==> src/rtl/fifo_wr_arbiter_pkg.sv <==
// Shared types and constants for the FIFO write arbiter.
package fifo_arb_pkg;

  typedef enum logic [1:0] {
    IDLE  = 2'd0,
    ISSUE = 2'd1,
    WAIT  = 2'd2,
    HOLD  = 2'd3
  } arb_state_e;

  // Wide enough for RETRY_MAX up to 15.
  localparam int RETRY_W = 4;

endpackage

==> src/rtl/fifo_wr_arbiter_if.sv <==
// FIFO write-side bundle: the arbiter is the master, the FIFO is the slave.
interface fifo_wr_arbiter_if #(
  parameter int DATA_WIDTH = 16
);

  logic                  fifo_wr_en;
  logic [DATA_WIDTH-1:0] fifo_data_in;
  logic                  fifo_full;
  logic                  fifo_wr_ack;
  logic                  fifo_overflow;

  modport master (
    output fifo_wr_en,
    output fifo_data_in,
    input  fifo_full,
    input  fifo_wr_ack,
    input  fifo_overflow
  );

  modport slave (
    input  fifo_wr_en,
    input  fifo_data_in,
    output fifo_full,
    output fifo_wr_ack,
    output fifo_overflow
  );

endinterface

==> src/rtl/fifo_wr_arbiter_rr_pick.sv <==
// Round-robin picker: first set request at or above rr_ptr_i, wrapping modulo NUM_REQ.
module rr_pick #(
  parameter int NUM_REQ = 4,
  parameter int IDX_W   = $clog2(NUM_REQ)
) (
  input  logic [NUM_REQ-1:0] req_i,
  input  logic [IDX_W-1:0]   rr_ptr_i,
  output logic               valid_o,
  output logic [IDX_W-1:0]   idx_o
);

  logic [IDX_W:0]   sum_s;
  logic [IDX_W-1:0] cand_s;

  // Scan offsets from the far end down so the nearest candidate is written last.
  always_comb begin
    valid_o = 1'b0;
    idx_o   = '0;
    sum_s   = '0;
    cand_s  = '0;
    for (int k = NUM_REQ - 1; k >= 0; k--) begin
      sum_s   = {1'b0, rr_ptr_i} + (IDX_W + 1)'(k);
      sum_s   = (sum_s >= (IDX_W + 1)'(NUM_REQ)) ? (sum_s - (IDX_W + 1)'(NUM_REQ)) : sum_s;
      cand_s  = sum_s[IDX_W-1:0];
      valid_o = valid_o | req_i[cand_s];
      idx_o   = req_i[cand_s] ? cand_s : idx_o;
    end
  end

endmodule

==> src/rtl/fifo_wr_arbiter.sv <==
// Round-robin write scheduler sharing one FIFO write port between NUM_REQ producers,
// with overflow retry, drop reporting and saturating accept/drop statistics.
module fifo_wr_arbiter
  import fifo_arb_pkg::*;
#(
  parameter int NUM_REQ    = 4,
  parameter int DATA_WIDTH = 16,
  parameter int RETRY_MAX  = 3,
  parameter int CNT_WIDTH  = 16
) (
  input  logic                          clk,
  input  logic                          rst,
  input  logic [NUM_REQ-1:0]            req,
  input  logic [NUM_REQ*DATA_WIDTH-1:0] req_data,
  output logic [NUM_REQ-1:0]            req_done,
  output logic [NUM_REQ-1:0]            req_err,
  output logic [CNT_WIDTH-1:0]          accept_cnt,
  output logic [CNT_WIDTH-1:0]          drop_cnt,
  fifo_wr_arbiter_if.master             fifo
);

  localparam int IDX_W = $clog2(NUM_REQ);

  arb_state_e            state_q;
  logic [IDX_W-1:0]      idx_q;
  logic [IDX_W-1:0]      rr_ptr_q;
  logic [IDX_W-1:0]      rr_ptr_d;
  logic [DATA_WIDTH-1:0] data_q;
  logic [RETRY_W-1:0]    retry_q;
  logic                  wr_en_q;
  logic [NUM_REQ-1:0]    done_q;
  logic [NUM_REQ-1:0]    err_q;
  logic [CNT_WIDTH-1:0]  accept_cnt_q;
  logic [CNT_WIDTH-1:0]  accept_cnt_d;
  logic [CNT_WIDTH-1:0]  drop_cnt_q;
  logic [CNT_WIDTH-1:0]  drop_cnt_d;
  logic [NUM_REQ-1:0]    idx_onehot_s;

  logic                  pick_valid_s;
  logic [IDX_W-1:0]      pick_idx_s;
  logic [DATA_WIDTH-1:0] slice_s [NUM_REQ];

  for (genvar g = 0; g < NUM_REQ; g++) begin : g_slice
    assign slice_s[g] = req_data[g*DATA_WIDTH +: DATA_WIDTH];
  end

  rr_pick #(
    .NUM_REQ (NUM_REQ),
    .IDX_W   (IDX_W)
  ) u_rr_pick (
    .req_i    (req),
    .rr_ptr_i (rr_ptr_q),
    .valid_o  (pick_valid_s),
    .idx_o    (pick_idx_s)
  );

  assign rr_ptr_d     = (idx_q == IDX_W'(NUM_REQ - 1)) ? '0 : (idx_q + IDX_W'(1));
  assign accept_cnt_d = (&accept_cnt_q) ? accept_cnt_q : (accept_cnt_q + CNT_WIDTH'(1));
  assign drop_cnt_d   = (&drop_cnt_q) ? drop_cnt_q : (drop_cnt_q + CNT_WIDTH'(1));
  assign idx_onehot_s = {{(NUM_REQ-1){1'b0}}, 1'b1} << idx_q;

  // Scheduler FSM; all outputs are registered and pulses default low each cycle.
  always_ff @(posedge clk or posedge rst) begin
    if (rst) begin
      state_q      <= IDLE;
      idx_q        <= '0;
      rr_ptr_q     <= '0;
      data_q       <= '0;
      retry_q      <= '0;
      wr_en_q      <= 1'b0;
      done_q       <= '0;
      err_q        <= '0;
      accept_cnt_q <= '0;
      drop_cnt_q   <= '0;
    end else begin
      wr_en_q <= 1'b0;
      done_q  <= '0;
      err_q   <= '0;
      case (state_q)
        IDLE: begin
          if (pick_valid_s && !fifo.fifo_full) begin
            idx_q   <= pick_idx_s;
            data_q  <= slice_s[pick_idx_s];
            wr_en_q <= 1'b1;
            state_q <= ISSUE;
          end else begin
            state_q <= IDLE;
          end
        end
        ISSUE: begin
          state_q <= WAIT;
        end
        WAIT: begin
          // A missing ack is handled exactly like an overflow.
          if (fifo.fifo_wr_ack) begin
            done_q       <= idx_onehot_s;
            accept_cnt_q <= accept_cnt_d;
            rr_ptr_q     <= rr_ptr_d;
            retry_q      <= '0;
            state_q      <= IDLE;
          end else if (retry_q < RETRY_W'(RETRY_MAX)) begin
            retry_q <= retry_q + RETRY_W'(1);
            state_q <= HOLD;
          end else begin
            err_q      <= idx_onehot_s;
            drop_cnt_q <= drop_cnt_d;
            rr_ptr_q   <= rr_ptr_d;
            retry_q    <= '0;
            state_q    <= IDLE;
          end
        end
        HOLD: begin
          if (!fifo.fifo_full) begin
            wr_en_q <= 1'b1;
            state_q <= ISSUE;
          end else begin
            state_q <= HOLD;
          end
        end
        default: begin
          state_q <= IDLE;
        end
      endcase
    end
  end

  assign fifo.fifo_wr_en   = wr_en_q;
  assign fifo.fifo_data_in = data_q;
  assign req_done          = done_q;
  assign req_err           = err_q;
  assign accept_cnt        = accept_cnt_q;
  assign drop_cnt          = drop_cnt_q;

endmodule
==> src/flat_wrapper.sv <==
// flat-port wrapper written by rule: the top's interface ports become plain ports
module fifo_wr_arbiter_flat import fifo_arb_pkg::*;
#(
  parameter int NUM_REQ    = 4,
  parameter int DATA_WIDTH = 16,
  parameter int RETRY_MAX  = 3,
  parameter int CNT_WIDTH  = 16
)
  (clk, rst, req, req_data, req_done, req_err, accept_cnt, drop_cnt, fifo_fifo_wr_en, fifo_fifo_data_in, fifo_fifo_full, fifo_fifo_wr_ack, fifo_fifo_overflow);
  fifo_wr_arbiter_if #(.DATA_WIDTH(DATA_WIDTH)) fifo_i ();
  input  logic clk;
  input  logic rst;
  input  logic [NUM_REQ-1:0] req;
  input  logic [NUM_REQ*DATA_WIDTH-1:0] req_data;
  output logic [NUM_REQ-1:0] req_done;
  output logic [NUM_REQ-1:0] req_err;
  output logic [CNT_WIDTH-1:0] accept_cnt;
  output logic [CNT_WIDTH-1:0] drop_cnt;
  output wire logic [$bits(fifo_i.fifo_wr_en)-1:0] fifo_fifo_wr_en;
  output wire logic [$bits(fifo_i.fifo_data_in)-1:0] fifo_fifo_data_in;
  input wire logic [$bits(fifo_i.fifo_full)-1:0] fifo_fifo_full;
  input wire logic [$bits(fifo_i.fifo_wr_ack)-1:0] fifo_fifo_wr_ack;
  input wire logic [$bits(fifo_i.fifo_overflow)-1:0] fifo_fifo_overflow;
  assign fifo_fifo_wr_en = fifo_i.fifo_wr_en;
  assign fifo_fifo_data_in = fifo_i.fifo_data_in;
  assign fifo_i.fifo_full = fifo_fifo_full;
  assign fifo_i.fifo_wr_ack = fifo_fifo_wr_ack;
  assign fifo_i.fifo_overflow = fifo_fifo_overflow;
  fifo_wr_arbiter #(.NUM_REQ(NUM_REQ), .DATA_WIDTH(DATA_WIDTH), .RETRY_MAX(RETRY_MAX), .CNT_WIDTH(CNT_WIDTH)) u_core (.clk(clk), .rst(rst), .req(req), .req_data(req_data), .req_done(req_done), .req_err(req_err), .accept_cnt(accept_cnt), .drop_cnt(drop_cnt), .fifo(fifo_i));
endmodule
==> config.mk <==
export PLATFORM = sky130hd
export DESIGN_NAME = fifo_wr_arbiter_flat
export DESIGN_NICKNAME = d
export VERILOG_FILES = /design/src/rtl/fifo_wr_arbiter_pkg.sv /design/src/rtl/fifo_wr_arbiter_if.sv /design/src/rtl/fifo_wr_arbiter_rr_pick.sv /design/src/rtl/fifo_wr_arbiter.sv /design/src/flat_wrapper.sv
export SDC_FILE = /design/constraint.sdc
export NUM_CORES = 1
export LEC_CHECK = 0
export CORE_UTILIZATION = 45
export CTS_CLUSTER_DIAMETER = 150
export DETAILED_ROUTE_END_ITERATION = 12
export PLACE_DENSITY = 0.81
export REMOVE_ABC_BUFFERS = 1
export SLEW_MARGIN = 15
export SYNTH_ARGS = -nofsm -noshare
export SYNTH_HDL_FRONTEND = slang
export SYNTH_SLANG_ARGS = --single-unit
==> constraint.sdc <==
create_clock -name clk -period 2.7 [get_ports clk]
set_input_delay 0.27 -clock clk [delete_from_list [all_inputs] [get_ports clk]]
set_output_delay 0.27 -clock clk [all_outputs]
set_load 0.005 [all_outputs]
==> results.txt, run 1 <==
The routed wirelength normalized by instance count came out at 14.61 um. The fraction of synthesized cell area taken by the top area cell type came out at 0.4764. The tools report the critical path endpoint category as a flip-flop. The CTS clock-pin slew for the worst setup and hold paths is 70 ps, and the share of power burned in combinational logic is 0.404. The final hold violation count was 0; the power density normalized to cell area was 718.8 nW/um2. The headroom to the max-slew limit is 0.6675, and the number of warnings printed during yosys synthesis is 0. STA puts the critical path data required time at 2920 ps. Yosys mapped a number of flops with a built-in enable equal to 0. The post-synth design cell area is 3520 um2, and the area overhead of the layout relative to synthesis is 45.72%. The number of global-route vias before repair is 3,083.

The flow ran to the end, and the final reports show no timing, DRC or antenna violations. The path class of the tightest hold or removal check is in -> async. For the pin with the worst max-slew slack, the measured transition is 498.0 ps.

The count of antenna diodes in the layout came out at 0. The dominant cell by count in the synthesized netlist was sky130_fd_sc_hd__dfrtp_1. The sequential-to-total area share from yosys stat is 0.4764. The slowest stage of the critical path is the sky130_fd_sc_hd__dfrtp_1 cell. The final worst-path cycle share is 0.8107, and the cell-internal power is 0.002436 W. Summed over all cells, the static leakage comes to 2.239 nW.

In this run the remaining antenna-violating nets after routing total 0. Largest fanout of any net on the critical path: 11. Counting along the longest clock path gives a buffer depth of 2. The core region is 7408 um2. Sorting the synthesized cells by how often they occur yields sky130_fd_sc_hd__dfrtp_1 (67), sky130_fd_sc_hd__nand2_1 (32), sky130_fd_sc_hd__a211oi_1 (31). The number of gates resized after cts is 0, and the number of vias per cell after detailed routing is 5.320.

In this run, the number of DRC markers left after iteration 0 of detailed routing was 102. The floorplan step set the die width to 90.44 um. Input and output buffers added on the ports amount to 128. The sequential cell area was 1677 um2; the number of maximum-capacitance constraint violations was 0. Dividing the synthesized area by the synthesized cell count gives 10.29 um2. Global routing finished with a remaining overflow of 0.

In the routed design, unresolved DRC markers number 0. Among all flip-flop cells after synthesis, the most frequent one is sky130_fd_sc_hd__dfrtp_1. The number of sinks handled by clock tree synthesis is 67, and the maximum resistive drop on vdd is 0.0003948 V.

The logs give 0.393 for the part of the power in registers and 0.203 for the portion of total power attributed to the clock network. The pre-antenna-repair detailed-routing pass consisted of 4 iterations. The tools report the final standard cell utilization of the core as 0.6923. The clock insertion delay at the later pin of the skew report was 330 ps.

In this design, the stage delay of the slowest critical-path cell is 400 ps. The nature of the critical path startpoint is a flip-flop. In the synthesized netlist, the number of instances is 342. The signal on the critical path passes through inv_1 > ha_1 > nor2b_1 > nand2_1 > a21oi_2 > mux2_2.

In the post-synthesis netlist, the biggest area contributors are sky130_fd_sc_hd__dfrtp_1 (48%), sky130_fd_sc_hd__a211oi_1 (6.6%), sky130_fd_sc_hd__mux2i_1 (5.1%). The logs give 46 for the maximum number of pins on one net before global-route repair and 456.9 MHz for the highest attainable clock frequency. The share of flip-flops with an asynchronous set or reset after synthesis works out to 1.000.

The critical path class was reg -> reg. The congestion estimate from routability-driven global placement came to 0.8111. The share of final-layout standard cells stronger than drive strength 1 came out at 0.08489. Counting the fill cells in the layout gives 591. In this run, distinct cell masters in the synthesized netlist total 48. Once detailed placement completed, the half-perimeter wirelength came to 6490 um. I/O pin total: 130. Synthesis inferred 67 register bits.

The die is 90.44 um tall. The count of pins over their slew limit is 0. The TritonCTS buffer count is 9, and the global-route wire length before repair is 14,350 um.

The starting density of the core was 0.4751; the post-CTS setup buffer count was 0. Summed over all instances, the cell type with the most area after synthesis is sky130_fd_sc_hd__dfrtp_1. The tools report the post-route setup TNS as 0 ps. The library cell used as clock root buffer is sky130_fd_sc_hd__clkbuf_8.

The number of hold buffers added after CTS was 0. Setup repair after global routing left no endpoint under its margin. The multi-input combinational cells in the finished layout cover a total of 1740 um2. The logs give 2410 ps for the critical path data arrival time and 0 for the final number of setup-violating endpoints. The routed design has 8502 um of wire. Across all layers, the routed design uses 3,096 vias.

The worst path in the final design needs a cycle of 2189 ps, including I/O delays and setup. Area of the die: 8179 um2. The H-tree was split into 3 levels.

The number of antenna violations at the first check in global routing was 0; the net switching fraction of the power was 0.3392. The net switching power of the design was 0.001250 W. TritonCTS built the clock tree. The final net count was 562; the overall global routing resource usage was 0.2228. In this run the core area contains 31 standard-cell rows. The clock arrives with 8.211 ps of skew.
stage by stage:
stage	cells	power, W	hold slack (ps)	instance area (um2)	setup slack [ps]
2_1_floorplan	331	0.002181	420.0	3458	659.6
3_3_place_gp	566	0.002906	470.0	4949	440.1
3_5_place_dp	566	0.002964	481.5	4949	303.2
4_1_cts	582	0.003729	290.8	5129	514.3
5_1_grt	582	0.003949	322.3	5129	345.1
6_report	582	0.003687	285.2	5129	511.1
kinds of logic after synthesis:
kind of cell               after synthesis  synth area share
AOI/OAI and AO/OA                       54            0.1113
xor gates and xnor gates                26           0.06470
adders and majority gates               11           0.03910
buffers and inverters                   22           0.02915
DFF                                     67            0.4764
muxes                                   23           0.06719
and+or+nand+nor                        139            0.2122
sequential cells by signal, indices dropped and copies added, names as in the netlist:
| name | count |
|---|---|
| u_core.rr_ptr_q | 2 |
| u_core.idx_q | 2 |
| u_core.req_done | 4 |
| u_core.accept_cnt | 16 |
| u_core.fifo.fifo_data_in | 16 |
| u_core.req_err | 4 |
| u_core.drop_cnt | 16 |
| u_core.fifo.fifo_wr_en | 1 |
| u_core.state_q | 2 |
| u_core.retry_q | 4 |
worst paths after layout:
path | startpoint | to | slack [ps] | cells after the start
hold reg to reg | u_core.retry_q[0] | u_core.retry_q[0] | 490 | 1
setup / recovery | u_core.state_q[0] | u_core.drop_cnt[1] | 510 | 6
min in group clk | u_core.retry_q[0] | u_core.retry_q[0] | 490 | 1
setup reg to reg | u_core.state_q[0] | u_core.drop_cnt[1] | 510 | 6
hold / removal | rst | u_core.accept_cnt[6] | 290 | 2
max in group asynchronous | rst | u_core.fifo.fifo_data_in[13] | 1810 | 3
cell usage in the layout (no fill, tap or decap), types with 2 or more instances in the layout:
master / instances
sky130_fd_sc_hd__nand4_1: 6
sky130_fd_sc_hd__xnor2_1: 17
sky130_fd_sc_hd__ha_1: 11
sky130_fd_sc_hd__nor4_2: 2
sky130_fd_sc_hd__nor3_1: 20
sky130_fd_sc_hd__xor2_1: 9
sky130_fd_sc_hd__inv_1: 10
sky130_fd_sc_hd__clkinvlp_4: 2
sky130_fd_sc_hd__a211oi_1: 31
sky130_fd_sc_hd__dfrtp_1: 67
sky130_fd_sc_hd__nand2_1: 32
sky130_fd_sc_hd__a21oi_1: 5
sky130_fd_sc_hd__mux2_2: 5
sky130_fd_sc_hd__a31oi_1: 3
sky130_fd_sc_hd__mux2i_1: 18
sky130_fd_sc_hd__nor2_1: 24
sky130_fd_sc_hd__and4_1: 3
sky130_fd_sc_hd__buf_12: 2
sky130_fd_sc_hd__nand2b_1: 2
sky130_fd_sc_hd__and3_1: 14
sky130_fd_sc_hd__clkinv_2: 2
sky130_fd_sc_hd__o21ai_0: 5
sky130_fd_sc_hd__nand3_1: 16
sky130_fd_sc_hd__nand3_2: 2
sky130_fd_sc_hd__clkdlybuf4s50_1: 128
sky130_fd_sc_hd__nor2b_1: 6
sky130_fd_sc_hd__clkbuf_8: 11
sky130_fd_sc_hd__buf_4: 6
layer usage:
layer | track usage | share of wire
met5 | 0 | 0
met4 | 0.08333 | 0.017
met3 | 0.07660 | 0.090
met2 | 0.3715 | 0.48
met1 | 0.2656 | 0.42
worst max-delay path: cells and delay by family (launching register included):
kind	cells	cell delay, ps
and+or+nand+nor	2	450
DFF	1	400
adders and majority gates	1	360
muxes	1	380
buffers and inverters	1	120
AOI/OAI and AO/OA	1	360
power by group through the flow:
stage          Sequential [W]  Clock [W]  Combinational [W]
2_1_floorplan         0.00144          0           0.000745
3_3_place_gp          0.00146          0            0.00145
3_5_place_dp          0.00146          0            0.00150
4_1_cts               0.00145   0.000776            0.00150
5_1_grt               0.00149   0.000816            0.00165
6_report              0.00145   0.000749            0.00149
cell type report:
class,count,area share
Tap cell,99,0.02415
Inverter,11,0.008051
Sequential cell,67,0.3269
Timing Repair Buffer,136,0.2664
Multi-Input combinational cell,253,0.3394
Clock inverter,4,0.004879
Clock buffer,12,0.03025
Power figures use the tool's default switching activity.
==> inputs of run 2 (changes only) <==
- clock period: 2.7 -> 2.1 ns (I/O delays scaled with it)
==> run 2 against run 1 <==
Net effect: clock power is 38% higher; wire length is 2.6% higher; worst hold slack worse by 49 ps; sequential cell count stayed put; critical endpoint is now u_core.drop_cnt[11]; largest cell class unchanged; largest power group unchanged.
==> results.txt, run 2 (same netlist as run 1, synthesis figures left out) <==
The critical register-to-register path startpoint is u_core.drop_cnt[1] (was u_core.state_q[0]). Post-CTS setup buffer count: 0 (unchanged). For the part of the power in registers, the log shows 0.381 (was 0.393). The flow ran to the end, and the final reports show no timing, DRC or antenna violations. The placement row count is 31 (unchanged). The TritonCTS buffer count was 9 (unchanged); the height of the die was 90.44 um (unchanged). The largest fanout of any net on the critical path is 5 (was 11), and the maximum resistive drop on vdd is 0.0005373 V (was 0.0003948 V).

The number of global-route vias before repair was 3,187 (was 3,083). Critical path class: reg -> reg (unchanged). The biggest cell delay along the critical path was 430 ps (was 400 ps); the final worst-path cycle share was 0.9447 (was 0.8107). The worst hold path class was in -> async (unchanged). The static power due to leakage is 2.309 nW (was 2.239 nW).

Library cell used as clock root buffer: sky130_fd_sc_hd__clkbuf_8 (unchanged). The run gives 0 (unchanged) as the number of antenna violations at the first check in global routing. The run gives 2190 ps (was 2410 ps) as the critical path data arrival time. The number of gates resized after cts is 0 (unchanged), and the residual antenna-violating net count after detailed routing is 0 (unchanged). The cell count of the worst reg-to-reg path was 6 (unchanged). Measured slew at the worst slew-check pin: 485.0 ps (was 498.0 ps). The nature of the critical path startpoint is a flip-flop (unchanged). TritonCTS built the clock tree. The final net count is 573 (was 562), and the die span in x is 90.44 um (unchanged). The run gives 2300 ps (was 2920 ps) as the worst path required time. The cell with the largest stage delay on the worst path was sky130_fd_sc_hd__dfrtp_1 (unchanged).

The area overhead of the layout relative to synthesis works out to 48.38% (was 45.72%). The count of antenna diodes in the layout is 0 (unchanged). The number of vias per cell after detailed routing came out at 5.306 (was 5.320). Most frequent standard cell in the layout excluding fill and tap cells: sky130_fd_sc_hd__clkdlybuf4s50_1 (unchanged). The CTS clock-pin slew for the worst setup and hold paths is 70 ps (about the same), and the net switching power of the design is 0.001604 W (was 0.001250 W). The worst-case clock buffer depth was 2 (unchanged). The core region area was 7408 um2 (unchanged). The portion of total power attributed to the clock network came out at 0.213 (was 0.203).

The net switching fraction of the power came out at 0.3300 (was 0.3392). The worst clock skew came out at 7.761 ps (was 8.211 ps). The power density normalized to cell area was 930.9 nW/um2 (was 718.8 nW/um2); the number of search-and-repair iterations in the first detailed-routing pass was 5 (was 4). Commonest cells after routing, fill and taps aside: sky130_fd_sc_hd__clkdlybuf4s50_1 (128), sky130_fd_sc_hd__dfrtp_1 (67), sky130_fd_sc_hd__nand2_1 (32), sky130_fd_sc_hd__a211oi_1 (31), sky130_fd_sc_hd__nor2_1 (24) (unchanged). The maximum number of pins on one net before global-route repair was 32 (was 46); the global-route wire length before repair was 14,770 um (was 14,350 um).

The headroom to the max-slew limit was 0.6762 (was 0.6675); the deepest level of the CTS H-tree was 3 (unchanged). The final standard cell count with taps included and fillers excluded was 592 (was 582). The total wire length was 8719 um (was 8502 um). Shortest clock period the worst path allows after layout: 1984 ps (was 2189 ps). Register-to-register setup slack: 120 ps (was 510 ps).

The routed wirelength normalized by instance count came out at 14.73 um (was 14.61 um). The end of the worst register-to-register path is u_core.drop_cnt[11] (was u_core.drop_cnt[1]). Starting density of the core: 0.4751 (unchanged). The run gives 0.407 (was 0.404) as the share of power burned in combinational logic. The number of maximum-capacitance constraint violations is 0 (unchanged), and the number of I/O port buffers is 128 (unchanged).

The share of final-layout standard cells stronger than drive strength 1 is 0.1055 (was 0.08489), and the worst hold slack is 236.5 ps (was 285.2 ps). The tools report the post-DP HPWL as 6773 um (was 6490 um). The tools report the post-route setup TNS as 0 ps (unchanged). The highest attainable clock frequency is 504.1 MHz (was 456.9 MHz), and the total number of vias is 3,141 (was 3,096).

I/O pin total: 130 (unchanged). For the overall global routing resource usage, the log shows 0.2277 (was 0.2228). The clock insertion delay at the later pin of the skew report was 330 ps (about the same); the number of placed instances with taps included was 577 (was 566). Weighted congestion reported at the end of routability-driven placement: 0.8219 (was 0.8111). For the cell-internal power, the log shows 0.003257 W (was 0.002436 W). Setup repair after global routing left no endpoint under its margin.

Cell chain of the critical path: ha_1 > and4_1 > and4_4 > a211oi_2 > nand3_1 > xnor2_1 (was inv_1 > ha_1 > nor2b_1 > nand2_1 > a21oi_2 > mux2_2). The critical path endpoint category was a flip-flop (unchanged). The number of buffers inserted for hold repair after clock tree synthesis was 0 (unchanged); the final number of setup-violating endpoints was 0 (unchanged). For the total congestion overflow, the log shows 0 (unchanged). The remaining design rule violation count is 0 (unchanged), and the final hold violation count is 0 (unchanged).

The area of the die was 8179 um2 (unchanged). The number of sinks handled by clock tree synthesis is 67 (unchanged), and the count of pins over their slew limit is 0 (unchanged). Initial DRC count: 80 (was 102).
## run 2: changes by cell type in the layout (fill, tap and decap cells not counted), sizes merged
cell and change:
clkbuf -2, buf +11, bufinv +1, clkinv +2, clkinvlp -2
## run 2: per-layer routing
metal,global-route usage,wire length [um],share of wire,vias up
li1,-,-,-,1530
met1,0.2712,3633,0.42,1476
met2,0.3944,4290,0.49,127
met3,0.06566,681,0.078,8
met4,0.07527,113,0.013,0
met5,0,0,0,-
## run 2: through the flow
step | total power (W) | utilization | cell area, um2 | worst slack [ps]
final | 0.004862 | 0.7049 | 5223 | 116.2
after detailed placement | 0.003856 | 0.6791 | 5031 | -23.24
after global placement | 0.003794 | 0.6791 | 5031 | 88.82
after global routing | 0.005219 | 0.7049 | 5223 | 19.89
after CTS | 0.004921 | 0.7049 | 5223 | 143.6
after floorplan | 0.002805 | - | 3458 | 59.62
## run 2: layout make-up
| cell class | count | area [um2] |
|---|---|---|
| clock buffer | 10 | 137.6 |
| clock inverter | 5 | 53.80 |
| fill | 591 | 2186 |
| inverter | 11 | 41.29 |
| multi-input combinational | 253 | 1740 |
| sequential | 67 | 1677 |
| tap | 99 | 123.9 |
| timing repair buffer | 147 | 1449 |
## run 2: critical path, delay by kind of cell, from the launching register on
kind	cells	cell delay, ps
XOR/XNOR	1	150
AND/OR/NAND/NOR	3	640
flip-flops	1	430
AO/OA/AOI/OAI	1	410
adder cells (fa/ha/maj)	1	240
## run 2: worst max-delay path by stage
stage | startpoint | to | slack [ps] | cells past startpoint
floorplan | u_core.state_q[0] | u_core.fifo.fifo_data_in[0] | 60 | 6
global route | u_core.state_q[0] | u_core.drop_cnt[14] | 20 | 7
CTS | u_core.drop_cnt[1] | u_core.drop_cnt[11] | 140 | 6
finish | u_core.drop_cnt[1] | u_core.drop_cnt[11] | 120 | 6
detailed placement | req[2] | u_core.fifo.fifo_data_in[3] | -20 | 6
global placement | req[3] | u_core.fifo.fifo_data_in[6] | 90 | 6
## run 2: power groups by stage
stage | registers (W) | clock network, W | logic, W
finish | 0.00185 | 0.00103 | 0.00198
global route | 0.00190 | 0.00112 | 0.00220
CTS | 0.00185 | 0.00107 | 0.00200
detailed placement | 0.00187 | 0 | 0.00199
global placement | 0.00186 | 0 | 0.00193
floorplan | 0.00185 | 0 | 0.000957
==> inputs of run 3 (changes only) <==
- CORE_UTILIZATION: 45 -> 35
- PLACE_DENSITY: 0.81 -> 0.66
==> run 3 against run 2 <==
Net effect: sequential cell count unchanged; clock skew grew 3.1 ps; first-iteration DRC count is 13% lower; clock-buffer cell count stayed put; non-clock buffer count decreased by 1; final cell count rose by 5.7%; final area grew 2.2%; combinational power up 3%; fmax up 0.62%; core utilization is 16 points lower; power grew 7.5%; via count grew 0.16%; largest cell class unchanged; largest power group unchanged.
==> results.txt, run 3 (same netlist as run 1, synthesis figures left out) <==
The run finished with clean final reports. The library cell used as clock root buffer was sky130_fd_sc_hd__clkbuf_8 (unchanged). For the worst clock skew, the log shows 10.81 ps (was 7.761 ps).

The critical path class was reg -> reg (unchanged). For the global-route wire length before repair, the log shows 14,540 um (was 14,770 um). The maximum resistive drop on vdd came out at 0.0005034 V (was 0.0005373 V). Commonest cells after routing, fill and taps aside: sky130_fd_sc_hd__clkdlybuf4s50_1 (128), sky130_fd_sc_hd__dfrtp_1 (67), sky130_fd_sc_hd__nand2_1 (32), sky130_fd_sc_hd__a211oi_1 (31), sky130_fd_sc_hd__nor2_1 (24) (unchanged). The number of buffers inserted for hold repair after clock tree synthesis is 0 (unchanged), and the routed wirelength normalized by instance count is 14.53 um (was 14.73 um). The static power due to leakage was 2.330 nW (was 2.309 nW); the height of the die was 102.3 um (was 90.44 um). The worst hold path class is in -> async (unchanged).

For the number of maximum-capacitance constraint violations, the log shows 0 (unchanged). The net switching power of the design is 0.001691 W (was 0.001604 W), and the cell count of the worst reg-to-reg path is 6 (unchanged). The tools report the critical register-to-register path startpoint as u_core.drop_cnt[1] (unchanged).

Pre-CTS worst setup slack: -4.918 ps (was -23.24 ps). End of the worst register-to-register path: u_core.drop_cnt[15] (was u_core.drop_cnt[11]). The tools report the number of antenna violations at the first check in global routing as 0 (unchanged). The share of final-layout standard cells stronger than drive strength 1 works out to 0.1075 (was 0.1055). Post-route setup TNS: 0 ps (unchanged). The tools report the initial DRC count as 70 (was 80). The die span in x is 102.3 um (was 90.44 um), and the clock insertion delay at the later pin of the skew report is 340 ps (was 330 ps).

Number of global-route vias before repair: 3,138 (was 3,187). Nature of the critical path startpoint: a flip-flop (unchanged). The remaining design rule violation count was 0 (unchanged). The run gives 0 (unchanged) as the total congestion overflow. The measured slew at the worst slew-check pin was 444.3 ps (was 485.0 ps); the TritonCTS buffer count was 9 (unchanged). The run gives 0.7899 (was 0.8219) as the weighted congestion reported at the end of routability-driven placement. Worst path required time: 2320 ps (was 2300 ps). Count of antenna diodes in the layout: 0 (unchanged). The worst hold slack was 173.2 ps (was 236.5 ps). The area overhead of the layout relative to synthesis is 51.69% (was 48.38%), and the count of pins over their slew limit is 0 (unchanged).

The critical path endpoint category was a flip-flop (unchanged). The total number of vias is 3,146 (was 3,141). The largest fanout of any net on the critical path is 5 (unchanged), and the part of the power in registers is 0.352 (was 0.381). The starting density of the core is 0.3601 (was 0.4751).

The most frequent standard cell in the layout excluding fill and tap cells is sky130_fd_sc_hd__clkdlybuf4s50_1 (unchanged). The run gives 5339 um2 (was 5223 um2) as the cell area after layout. The logs give 130 ps (was 120 ps) for the register-to-register setup slack and 0.258 (was 0.213) for the portion of total power attributed to the clock network. The run gives 0.003534 W (was 0.003257 W) as the cell-internal power.

Setup repair after global routing left no endpoint under its margin. The power density normalized to cell area came out at 978.6 nW/um2 (was 930.9 nW/um2). The core region area is 9774 um2 (was 7408 um2). The run gives 0 (unchanged) as the number of gates resized after cts.

The shortest clock period the worst path allows after layout is 1972 ps (was 1984 ps). The number of vias per cell after detailed routing works out to 5.026 (was 5.306). The final net count is 572 (was 573), and the number of search-and-repair iterations in the first detailed-routing pass is 5 (unchanged). The post-DP HPWL was 6727 um (was 6773 um); the number of I/O port buffers was 128 (unchanged). The overall global routing resource usage came out at 0.1840 (was 0.2277). The placement row count was 36 (was 31). The total wire length is 9094 um (was 8719 um).

The run gives 0.7013 (was 0.6762) as the headroom to the max-slew limit. The net switching fraction of the power works out to 0.3236 (was 0.3300). For the residual antenna-violating net count after detailed routing, the log shows 0 (unchanged). Final worst-path cycle share: 0.9389 (was 0.9447). The tools report the maximum number of pins on one net before global-route repair as 52 (was 32). The post-CTS setup buffer count is 0 (unchanged). The tools report the number of sinks handled by clock tree synthesis as 67 (unchanged). The critical path data arrival time was 2190 ps (about the same). TritonCTS built the clock tree.

The CTS clock-pin slew for the worst setup and hold paths is 80 ps (was 70 ps), and the I/O pin total is 130 (unchanged). The tools report the least setup slack across all paths after layout as 128.4 ps (was 116.2 ps). The run gives 902 (was 591) as the count of fill cells added during filler insertion. The final hold violation count was 0 (unchanged); the share of power burned in combinational logic was 0.390 (was 0.407). The tools report the worst-case clock buffer depth as 2 (unchanged). The tools report the highest attainable clock frequency as 507.2 MHz (was 504.1 MHz).

The deepest level of the CTS H-tree is 3 (unchanged). Area of placed instances: 5079 um2 (was 5031 um2). The logs give 10,460 um2 (was 8179 um2) for the area of the die and 0 (unchanged) for the final number of setup-violating endpoints.
run 3: power groups by stage:
stage	registers, W	clock network [W]	logic [W]
CTS	0.00184	0.00138	0.00205
global placement	0.00185	0	0.00201
finish	0.00184	0.00135	0.00204
floorplan	0.00185	0	0.000957
detailed placement	0.00186	0	0.00204
global route	0.00189	0.00144	0.00225
run 3: metrics by stage:
stage	utilization	power (W)	cells
CTS	0.5452	0.005270	626
detailed placement	0.5196	0.003897	610
global placement	0.5196	0.003857	610
global route	0.5462	0.005581	626
floorplan	-	0.002805	331
finish	0.5462	0.005225	626
run 3: cell type report:
type / instances / area (um2) / share of cell area
tap: 133 / 166.4 / 0.03117
sequential: 67 / 1677 / 0.3140
clock inverter: 6 / 112.6 / 0.02109
multi-input combinational: 253 / 1750 / 0.3279
timing repair buffer: 146 / 1454 / 0.2723
clock buffer: 10 / 137.6 / 0.02578
inverter: 11 / 41.29 / 0.007734
run 3: worst max-delay path by stage:
stage,start,to
CTS,u_core.state_q[0],u_core.drop_cnt[15]
detailed placement,req[2],u_core.fifo.fifo_data_in[6]
global route,u_core.drop_cnt[1],u_core.drop_cnt[15]
floorplan,u_core.state_q[0],u_core.fifo.fifo_data_in[0]
global placement,req[2],u_core.fifo.fifo_data_in[11]
finish,u_core.drop_cnt[1],u_core.drop_cnt[15]
run 3: critical path, cell delays in order, from the launching register on:
cell	delay, ps
sky130_fd_sc_hd__dfrtp_1	430
sky130_fd_sc_hd__ha_1	220
sky130_fd_sc_hd__and4_1	230
sky130_fd_sc_hd__and4_4	210
sky130_fd_sc_hd__a211oi_2	430
sky130_fd_sc_hd__nand4_1	170
sky130_fd_sc_hd__xnor2_1	150
run 3: routing by layer:
metal	vias up	GRT usage	wire (um)
met5	-	0	0
met4	0	0.07143	158
met3	13	0.07319	865
met2	131	0.3139	4379
met1	1476	0.2061	3691
li1	1526	-	-
